File: src/rtl/mult_pkg.sv
// Shared definitions for the sequential shift-add multiplier.
//   - FSM state encoding (2'd3 is unused and treated as idle by the FSM)
//   - prod_width(): product width for a given operand width
package mult_pkg;

    localparam logic [1:0] ST_IDLE = 2'd0;
    localparam logic [1:0] ST_CALC = 2'd1;
    localparam logic [1:0] ST_DONE = 2'd2;

    typedef enum logic [1:0] {
        StIdle  = ST_IDLE,
        StCalc  = ST_CALC,
        StDone  = ST_DONE,
        StRsvd  = 2'd3
    } state_e;

    // Product of two w-bit operands needs 2*w bits in either signedness.
    function automatic int unsigned prod_width(input int unsigned w);
        return 2 * w;
    endfunction

endpackage

File: src/rtl/twos_mag.sv
// Magnitude/sign split of one operand.
//   in_val     in   WIDTH  raw operand
//   signed_md  in   1      1: in_val is two's complement, 0: unsigned
//   mag        out  WIDTH  |in_val| as an unsigned value
//   sign       out  1      1 when in_val is a negative two's-complement value
// The most-negative value maps to 2^(WIDTH-1), which still fits in WIDTH unsigned bits.
module twos_mag #(
    parameter int unsigned WIDTH = 4
) (
    input  logic [WIDTH-1:0] in_val,
    input  logic             signed_md,
    output logic [WIDTH-1:0] mag,
    output logic             sign
);

    always_comb begin
        sign = signed_md & in_val[WIDTH-1];
        mag  = sign ? (~in_val + WIDTH'(1)) : in_val;
    end

endmodule

File: src/rtl/seq_mult_shift_add.sv
// Sequential shift-add multiplier, one multiplier bit per clock.
//   clk        in   1        clock, rising edge
//   rst_n      in   1        asynchronous active-low reset
//   in_valid   in   1        operands valid
//   in_ready   out  1        ready for operands (idle only)
//   a, b       in   WIDTH    multiplicand, multiplier
//   signed_md  in   1        1: two's-complement operands/product, 0: unsigned
//   out_valid  out  1        product valid
//   out_ready  in   1        consumer accepts product
//   product    out  2*WIDTH  a*b
//   busy       out  1        calculating or holding a result
// Operands are reduced to magnitudes on accept; the sign of the result is applied
// once, on the final calculation edge, so the datapath itself is purely unsigned.
module seq_mult_shift_add
    import mult_pkg::*;
#(
    parameter int unsigned WIDTH = 4
) (
    input  logic                 clk,
    input  logic                 rst_n,
    input  logic                 in_valid,
    output logic                 in_ready,
    input  logic [WIDTH-1:0]     a,
    input  logic [WIDTH-1:0]     b,
    input  logic                 signed_md,
    output logic                 out_valid,
    input  logic                 out_ready,
    output logic [2*WIDTH-1:0]   product,
    output logic                 busy
);

    localparam int unsigned PW    = prod_width(WIDTH);
    localparam int unsigned CNT_W = $clog2(WIDTH + 1);

    state_e            state_q, state_d;
    logic [CNT_W-1:0]  cnt_q, cnt_d;
    logic [WIDTH-1:0]  ma_q, ma_d;
    logic [WIDTH-1:0]  mb_q, mb_d;
    logic [PW-1:0]     acc_q, acc_d;
    logic              neg_q, neg_d;
    logic [PW-1:0]     product_q, product_d;
    logic              out_valid_q, out_valid_d;
    logic              in_ready_q, in_ready_d;
    logic              busy_q, busy_d;

    logic [WIDTH-1:0]  mag_a, mag_b;
    logic              sign_a, sign_b;
    logic [PW-1:0]     addend;
    logic [PW-1:0]     acc_next;
    logic              last_iter;

    twos_mag #(
        .WIDTH     (WIDTH)
    ) u_mag_a (
        .in_val    (a),
        .signed_md (signed_md),
        .mag       (mag_a),
        .sign      (sign_a)
    );

    twos_mag #(
        .WIDTH     (WIDTH)
    ) u_mag_b (
        .in_val    (b),
        .signed_md (signed_md),
        .mag       (mag_b),
        .sign      (sign_b)
    );

    // Partial product for the current multiplier bit, aligned by the iteration count.
    always_comb begin
        addend    = mb_q[0] ? (PW'(ma_q) << cnt_q) : '0;
        acc_next  = acc_q + addend;
        last_iter = (cnt_q == CNT_W'(WIDTH - 1));
    end

    always_comb begin
        state_d     = state_q;
        cnt_d       = cnt_q;
        ma_d        = ma_q;
        mb_d        = mb_q;
        acc_d       = acc_q;
        neg_d       = neg_q;
        product_d   = product_q;
        out_valid_d = out_valid_q;
        in_ready_d  = in_ready_q;
        busy_d      = busy_q;

        case (state_q)
            StIdle: begin
                in_ready_d  = 1'b1;
                busy_d      = 1'b0;
                out_valid_d = 1'b0;
                if (in_valid && in_ready_q) begin
                    state_d    = StCalc;
                    ma_d       = mag_a;
                    mb_d       = mag_b;
                    // Signs are already gated by signed_md inside twos_mag.
                    neg_d      = sign_a ^ sign_b;
                    acc_d      = '0;
                    cnt_d      = '0;
                    in_ready_d = 1'b0;
                    busy_d     = 1'b1;
                end
            end

            StCalc: begin
                acc_d = acc_next;
                mb_d  = mb_q >> 1;
                cnt_d = cnt_q + CNT_W'(1);
                if (last_iter) begin
                    state_d     = StDone;
                    product_d   = neg_q ? (~acc_next + PW'(1)) : acc_next;
                    out_valid_d = 1'b1;
                end
            end

            StDone: begin
                // in_valid is deliberately not looked at here: a new operation can only
                // start from an idle cycle with in_ready already high.
                if (out_ready) begin
                    state_d     = StIdle;
                    out_valid_d = 1'b0;
                    in_ready_d  = 1'b1;
                    busy_d      = 1'b0;
                end
            end

            default: begin
                // Unused encoding recovers to idle without producing output.
                state_d     = StIdle;
                out_valid_d = 1'b0;
                in_ready_d  = 1'b1;
                busy_d      = 1'b0;
            end
        endcase
    end

    always_ff @(posedge clk or negedge rst_n) begin
        if (!rst_n) begin
            state_q     <= StIdle;
            cnt_q       <= '0;
            ma_q        <= '0;
            mb_q        <= '0;
            acc_q       <= '0;
            neg_q       <= 1'b0;
            product_q   <= '0;
            out_valid_q <= 1'b0;
            in_ready_q  <= 1'b1;
            busy_q      <= 1'b0;
        end else begin
            state_q     <= state_d;
            cnt_q       <= cnt_d;
            ma_q        <= ma_d;
            mb_q        <= mb_d;
            acc_q       <= acc_d;
            neg_q       <= neg_d;
            product_q   <= product_d;
            out_valid_q <= out_valid_d;
            in_ready_q  <= in_ready_d;
            busy_q      <= busy_d;
        end
    end

    assign in_ready  = in_ready_q;
    assign out_valid = out_valid_q;
    assign product   = product_q;
    assign busy      = busy_q;

endmodule

File: config.mk
export PLATFORM = sky130hd
export DESIGN_NAME = seq_mult_shift_add
export DESIGN_NICKNAME = d
export VERILOG_FILES = /design/src/rtl/mult_pkg.sv /design/src/rtl/twos_mag.sv /design/src/rtl/seq_mult_shift_add.sv
export SDC_FILE = /design/constraint.sdc
export NUM_CORES = 1
export LEC_CHECK = 0
export CAP_MARGIN = 20
export CORE_AREA = 4 4 65 67
export CTS_BUF_LIST = sky130_fd_sc_hd__clkbuf_2 sky130_fd_sc_hd__clkbuf_4 sky130_fd_sc_hd__clkbuf_8
export CTS_CLUSTER_SIZE = 16
export DETAILED_ROUTE_END_ITERATION = 8
export DIE_AREA = 0 0 69 71
export PLACE_DENSITY = 0.79
export SLEW_MARGIN = 20
export SYNTH_ARGS = -nofsm -noshare
export SYNTH_HDL_FRONTEND = slang
export SYNTH_SLANG_ARGS = --single-unit
File: constraint.sdc
create_clock -name clk -period 3.1 [get_ports clk]
set_input_delay 0.62 -clock clk [delete_from_list [all_inputs] [get_ports clk]]
set_output_delay 0.62 -clock clk [all_outputs]
set_load 0.03 [all_outputs]
# Yosys cells after proc, flatten, opt, wreduce, memory -nomap -nowiden
# Index checks and enable logic that the tools add are counted.
[totals]
reg_bits = 33
input_bits = 13
out_inout_bits = 11
word_cells = 60
[op_classes]
add_sub_neg = 5
n_eq_ne = 6
shifts = 1
muxes = 22
n_bitwise = 7
reduce_logical = 9
[op_table]
columns = ["cell", "n"]
rows = [
  ["8-bit two-way mux", 3],
  ["8-bit one-hot mux with 2 select lines", 1],
  ["4-bit two-way mux", 3],
  ["2-bit AND reduction", 5],
  ["4-bit by 1-bit adder with 4-bit output (second input constant)", 2],
  ["8-bit by 1-bit adder with 8-bit output (second input constant)", 1],
  ["8-bit adder", 1],
  ["4-bit NOT", 2],
  ["8-bit NOT", 1],
  ["4-bit one-hot mux with 2 select lines", 1],
  ["4-bit by 3-bit << shifter with 8-bit output", 1],
  ["2-bit two-way mux", 3],
  ["2-bit inequality test (second input constant)", 3],
  ["1-bit one-hot mux with 3 select lines", 2],
  ["2-bit one-hot mux with 3 select lines", 1],
  ["3-bit one-hot mux with 2 select lines", 1],
  ["1-bit two-way mux", 5],
  ["3-bit by 1-bit adder with 3-bit output (second input constant)", 1],
  ["3-bit by 2-bit == test with 1-bit output (second input constant)", 1],
  ["3-bit two-way mux", 1],
  ["3-bit AND reduction", 1],
  ["1-bit AND", 2],
  ["2-bit by 1-bit == test with 1-bit output (second input constant)", 1],
  ["2-bit == test (second input constant)", 1],
  ["6 further kinds", 6],
]

# Depth between registers and ports, before layout
[logic_depth]
ltp_word = 6
depth_mapped = 12
depth_no_buf = 11

# Hierarchy
# From an unflattened synthesis, not the netlist that was laid out.
[hier_totals]
hier_cells = 241
hier_area_um2 = 2095.8
[by_module_without_submodules]
columns = ["module", "n_inst", "cells_per_inst", "area_each_um2", "seq_area_each_um2"]
rows = [
  ["seq_mult_shift_add", 1, 219, 1948.1, 827.0],
  ["twos_mag", 2, 11, 73.8, 0.0],
]

# Least setup slack after synthesis
# No wires, ideal clock.
[synth_path]
path_type = "flip-flop to flip-flop"
from = "reg cnt_q[1]"
to = "reg product_q[7] (netlist: product[7])"
setup_time_ps = 125
arrival_time_ps = 2727
t_required_ps = 2975
path_slack_ps = 249
path_stages_with_launch = 12
n_path_buf = 1
period_less_slack_ps = 2851
cell_sequence = "dfrtp_1 > clkbuf_1 > nand2b_1 > nor2_1 > ha_1 > fa_1 > a211oi_2 > nor4b_1 > or4_4 > o41ai_2 > xor2_1 > o21ai_1"
[synth_between]
elab_chain_len = 6
elab_cells_between_ends = 8
cone_classes = "add/sub: 2; eq/ne: 1; shift: 1; mux: 2; bitwise: 1; reduce/logical: 1"
[synth_lines]
columns = ["item", "line", "text"]
rows = [
  ["start: declaration", "seq_mult_shift_add.sv:36", "logic [CNT_W-1:0] cnt_q, cnt_d;"],
  ["start signal: assignment", "seq_mult_shift_add.sv:153", "cnt_q <= cnt_d;"],
  ["4-bit by 3-bit << shifter with 8-bit output", "seq_mult_shift_add.sv:72", "addend = mb_q[0] ? (PW'(ma_q) << cnt_q) : '0;"],
  ["8-bit two-way mux", "seq_mult_shift_add.sv:72", ""],
  ["8-bit adder", "seq_mult_shift_add.sv:73", "acc_next = acc_q + addend;"],
  ["8-bit NOT", "seq_mult_shift_add.sv:113", "product_d = neg_q ? (~acc_next + PW'(1)) : acc_next;"],
  ["8-bit by 1-bit adder with 8-bit output", "seq_mult_shift_add.sv:113", ""],
  ["8-bit two-way mux", "seq_mult_shift_add.sv:113", ""],
  ["end signal: assignment", "seq_mult_shift_add.sv:158", "product_q <= product_d;"],
  ["end: declaration", "seq_mult_shift_add.sv:41", "logic [PW-1:0] product_q, product_d;"],
]
# Parallel ways exist; a longest one is shown, timed or not.
# A chain may end at the register's enable or synchronous reset.

# Worst setup path after layout
[layout_path]
from = "reg cnt_q[0]"
to = "reg product_q[6] (netlist: product[6])"
# The elaborated chain is that of the path after synthesis.

==> flow_summary.yaml <==
detailed_routing:
  drtIter0Drc: 65
  via_count: 1704
  ant_nets: 0
  via_per_inst: 5.68
  drt_wl_total_um: 4340
  firstDrtPassIters: 4
  drc: 0
  wl_per_cell_um: 14.5
power_and_ir_drop:
  p_int_mw: 1.46
  pwr-share-seq_pct: 30.5
  swShare_pct: 44.0
  power_leakage_nw: 1.17
  power_density_nw_per_um2: 1050
  ir_drop_mv: 0.538
  power_mw: 2.61
  p_clk_share_pct: 16.3
  switchingPower_mw: 1.15
  combPwrFrac_pct: 53.2
die:
  die_w_um: 69
  fp.coreArea_um2: 3630
  fp-row-count: 22
  initial_core_util_pct: 55.8
  die_h_um: 71
  die-area_um2: 4900
  ios: 24
min_path:
  hold_start: "product[3]"
  whs_endpoint: "product[3]"
  worstHoldPathCells: 2
  hp-class: "reg2reg"
synth:
  synth_edf_count: 0
  syn_nets: 248
  netlist_area_um2: 2030
  synthDistinctLibCells: 42
  yosys.area.top_type: "dfrtp_1"
  avgSynthCellArea_um2: 9.13
  synthFlopType: "dfrtp_1"
  synth_async_sr_flop_share_pct: 100
  ys_warn_count: 0
  synth.area.top_cells: "dfrtp_1 (40%), ha_1 (7.4%), nand2_1 (7.4%)"
  yosysSeqAreaShare_pct: 40.8
  synth_seq_cells: 33
  syn-instance-count: 222
  synth_top_area_share_pct: 39.5
worst_setup_path:
  slowest_stage: "dfrtp_2"
  slowest_delay_ns: 0.46
  path_buf_inv: 0
  critPathArrivalTime_ns: 3.11
  rr_endpoint: "product[6]"
  cp-start-kind: "flop"
  r2r_start: "cnt_q[0]"
  cp-end-kind: "flop"
  rr_worst_depth: 10
  path_cells: "mux2_1 -> nor2_1 -> a211oi_1 -> ha_1 -> a21o_1 -> a221oi_2 -> xnor2_1 -> o41ai_2 -> xor2_1 -> o21ai_1"
  criticalPathCategory: "reg2reg"
  crit_family: "compound AO/OA/AOI/OAI gates"
  crit_fanout: 6
  required_ns: 3.27
  r2r_slack_ns: 0.15
sta:
  clock_skew_ns: 0.0115
  setup_viol: 0
  hold_viol_final: 0
  tightest_slew_ns: 0.811
  timing.hold.ws_ns: 0.487
  tns_ns: 0
  fin_crit_ns: 2.95
  max-slew-margin-rel_pct: 45.8
  finalWorstSetupSlack_ns: 0.155
  min_period_over_period_pct: 95.0
  fmax_mhz: 340
  rsz0062_at_grt: "no"
  slew_violations: 0
final_layout:
  fin_util_pct: 68.2
  drive_above_1_share_pct: 11.1
  area_delta_synth_final_pct: 22.2
  nets: 277
  mostFrequentLayoutCells: "nand2_1 (40), dfrtp_1 (29), clkdlybuf4s50_1 (23)"
  final_common_cell: "nand2_1"
  antenna_cells: 0
global_routing:
  grt.overflow.total: 0
  grt_pass1_vias: 1566
  grt_pass1_wl_um: 7380
  grt_max_degree: 20
  track_usage_pct: 18.6
  antenna_found_initial: 0
clock_network:
  cts_tree: "done"
  h-tree-depth: 2
  clk-insertion-delay-late_ns: 0.29
  ctsLongestPathBuffers: 2
  clock_tree.root_cell: "clkbuf_8"
  cts.hold.buffers_added: 0
  clkSinkCount: 33
  clkTransAtPathRegs_ns: 0.08
  cts_made_buffers: 5
placement:
  pre_cts_ws_ns: 0.0369
  gp_congestion: 0.801
  io_buffers: 23
  place_hpwl_um: 3290
run_status:
  outcome: "finished clean"
job:
  drv_cap: 0
layout make-up:
cell class              count  area (um2)
clock buffers               6        82.6
clock inverters             2        37.5
fillers                   297        1160
inverters                   8        30.0
multi-input cells         173        1160
flip-flops and latches     33         831
well taps                  48        60.1
repair buffers             30         280
cell usage after synthesis (all sizes together), types with 2 or more instances:
master  number
nand2       40
dfrtp       32
o21ai       26
ha          12
nand3       12
nor2        11
inv          8
clkbuf       7
mux2i        7
xor2         7
a21oi        6
nor2b        5
xnor2        5
a22oi        4
nor3         4
a211oi       3
a21o         3
a22o         3
and3         3
nand2b       3
o211a        2
o31ai        2
o41ai        2
worst max-delay path by stage:
stage	end	cells past startpoint	from	slack (ns)
2_1_floorplan	product[7]	11	cnt_q[1]	0.25
3_3_place_gp	product[7]	10	cnt_q[0]	0.15
3_5_place_dp	product[7]	10	cnt_q[0]	0.04
4_1_cts	product[7]	10	cnt_q[0]	0.01
5_1_grt	product[6]	10	cnt_q[0]	0.005
6_report	product[6]	10	cnt_q[0]	0.15
flip-flops by register name, summed over array words and instances (netlist names):
name and cells:
acc_q 8, busy 1, cnt_q 3, in_ready 1, ma_q 4, mb_q 4
neg_q 1, out_valid 1, product 8, state_q 2
cell families after synthesis:
family / Yosys count / share of synthesized area, %
AO/OA/AOI/OAI: 55 / 18.3
XOR/XNOR: 13 / 6.36
AND/OR/NAND/NOR: 84 / 19.1
adder cells (fa/ha/maj): 13 / 8.39
multiplexers: 8 / 4.01
flip-flops: 33 / 40.8
buffers and inverters: 16 / 3.02
power groups by stage:
stage | registers, mW | logic, mW | clock network [mW]
finish | 0.796 | 1.39 | 0.424
global route | 0.828 | 1.55 | 0.444
CTS | 0.787 | 1.35 | 0.429
detailed placement | 0.793 | 1.34 | 0
global placement | 0.790 | 1.30 | 0
floorplan | 0.846 | 0.873 | 0
stage by stage:
step,area (um2),std cells
4_1_cts,2450,299
3_3_place_gp,2330,291
5_1_grt,2480,300
3_5_place_dp,2330,291
2_1_floorplan,2030,222
6_report,2480,300
layer usage:
| layer | vias to the layer above | share of wire [%] | global-route usage [%] | wire length, um |
|---|---|---|---|---|
| met1 | 825 | 47 | 25.7 | 2040 |
| met4 | 0 | 0.32 | 4.56 | 14 |
| met5 | - | 0 | 0 | 0 |
| met2 | 35 | 48 | 29.7 | 2100 |
| li1 | 840 | - | - | - |
| met3 | 4 | 4.2 | 4.26 | 183 |
worst reg2reg max path: cells and delay by family (launching register included):
| family | cells | cell delay, ns |
|---|---|---|
| muxes | 1 | 0.35 |
| AOI/OAI and AO/OA | 5 | 1.11 |
| xor gates and xnor gates | 2 | 0.40 |
| and+or+nand+nor | 1 | 0.15 |
| DFF | 1 | 0.46 |
| adders and majority gates | 1 | 0.36 |
repair_timing:
item                       CTS  global route
resized for setup            0             7
setup buffers                0             1
setup endpoints to repair    0             3
Note: power is estimated with default switching activity, not from simulation.
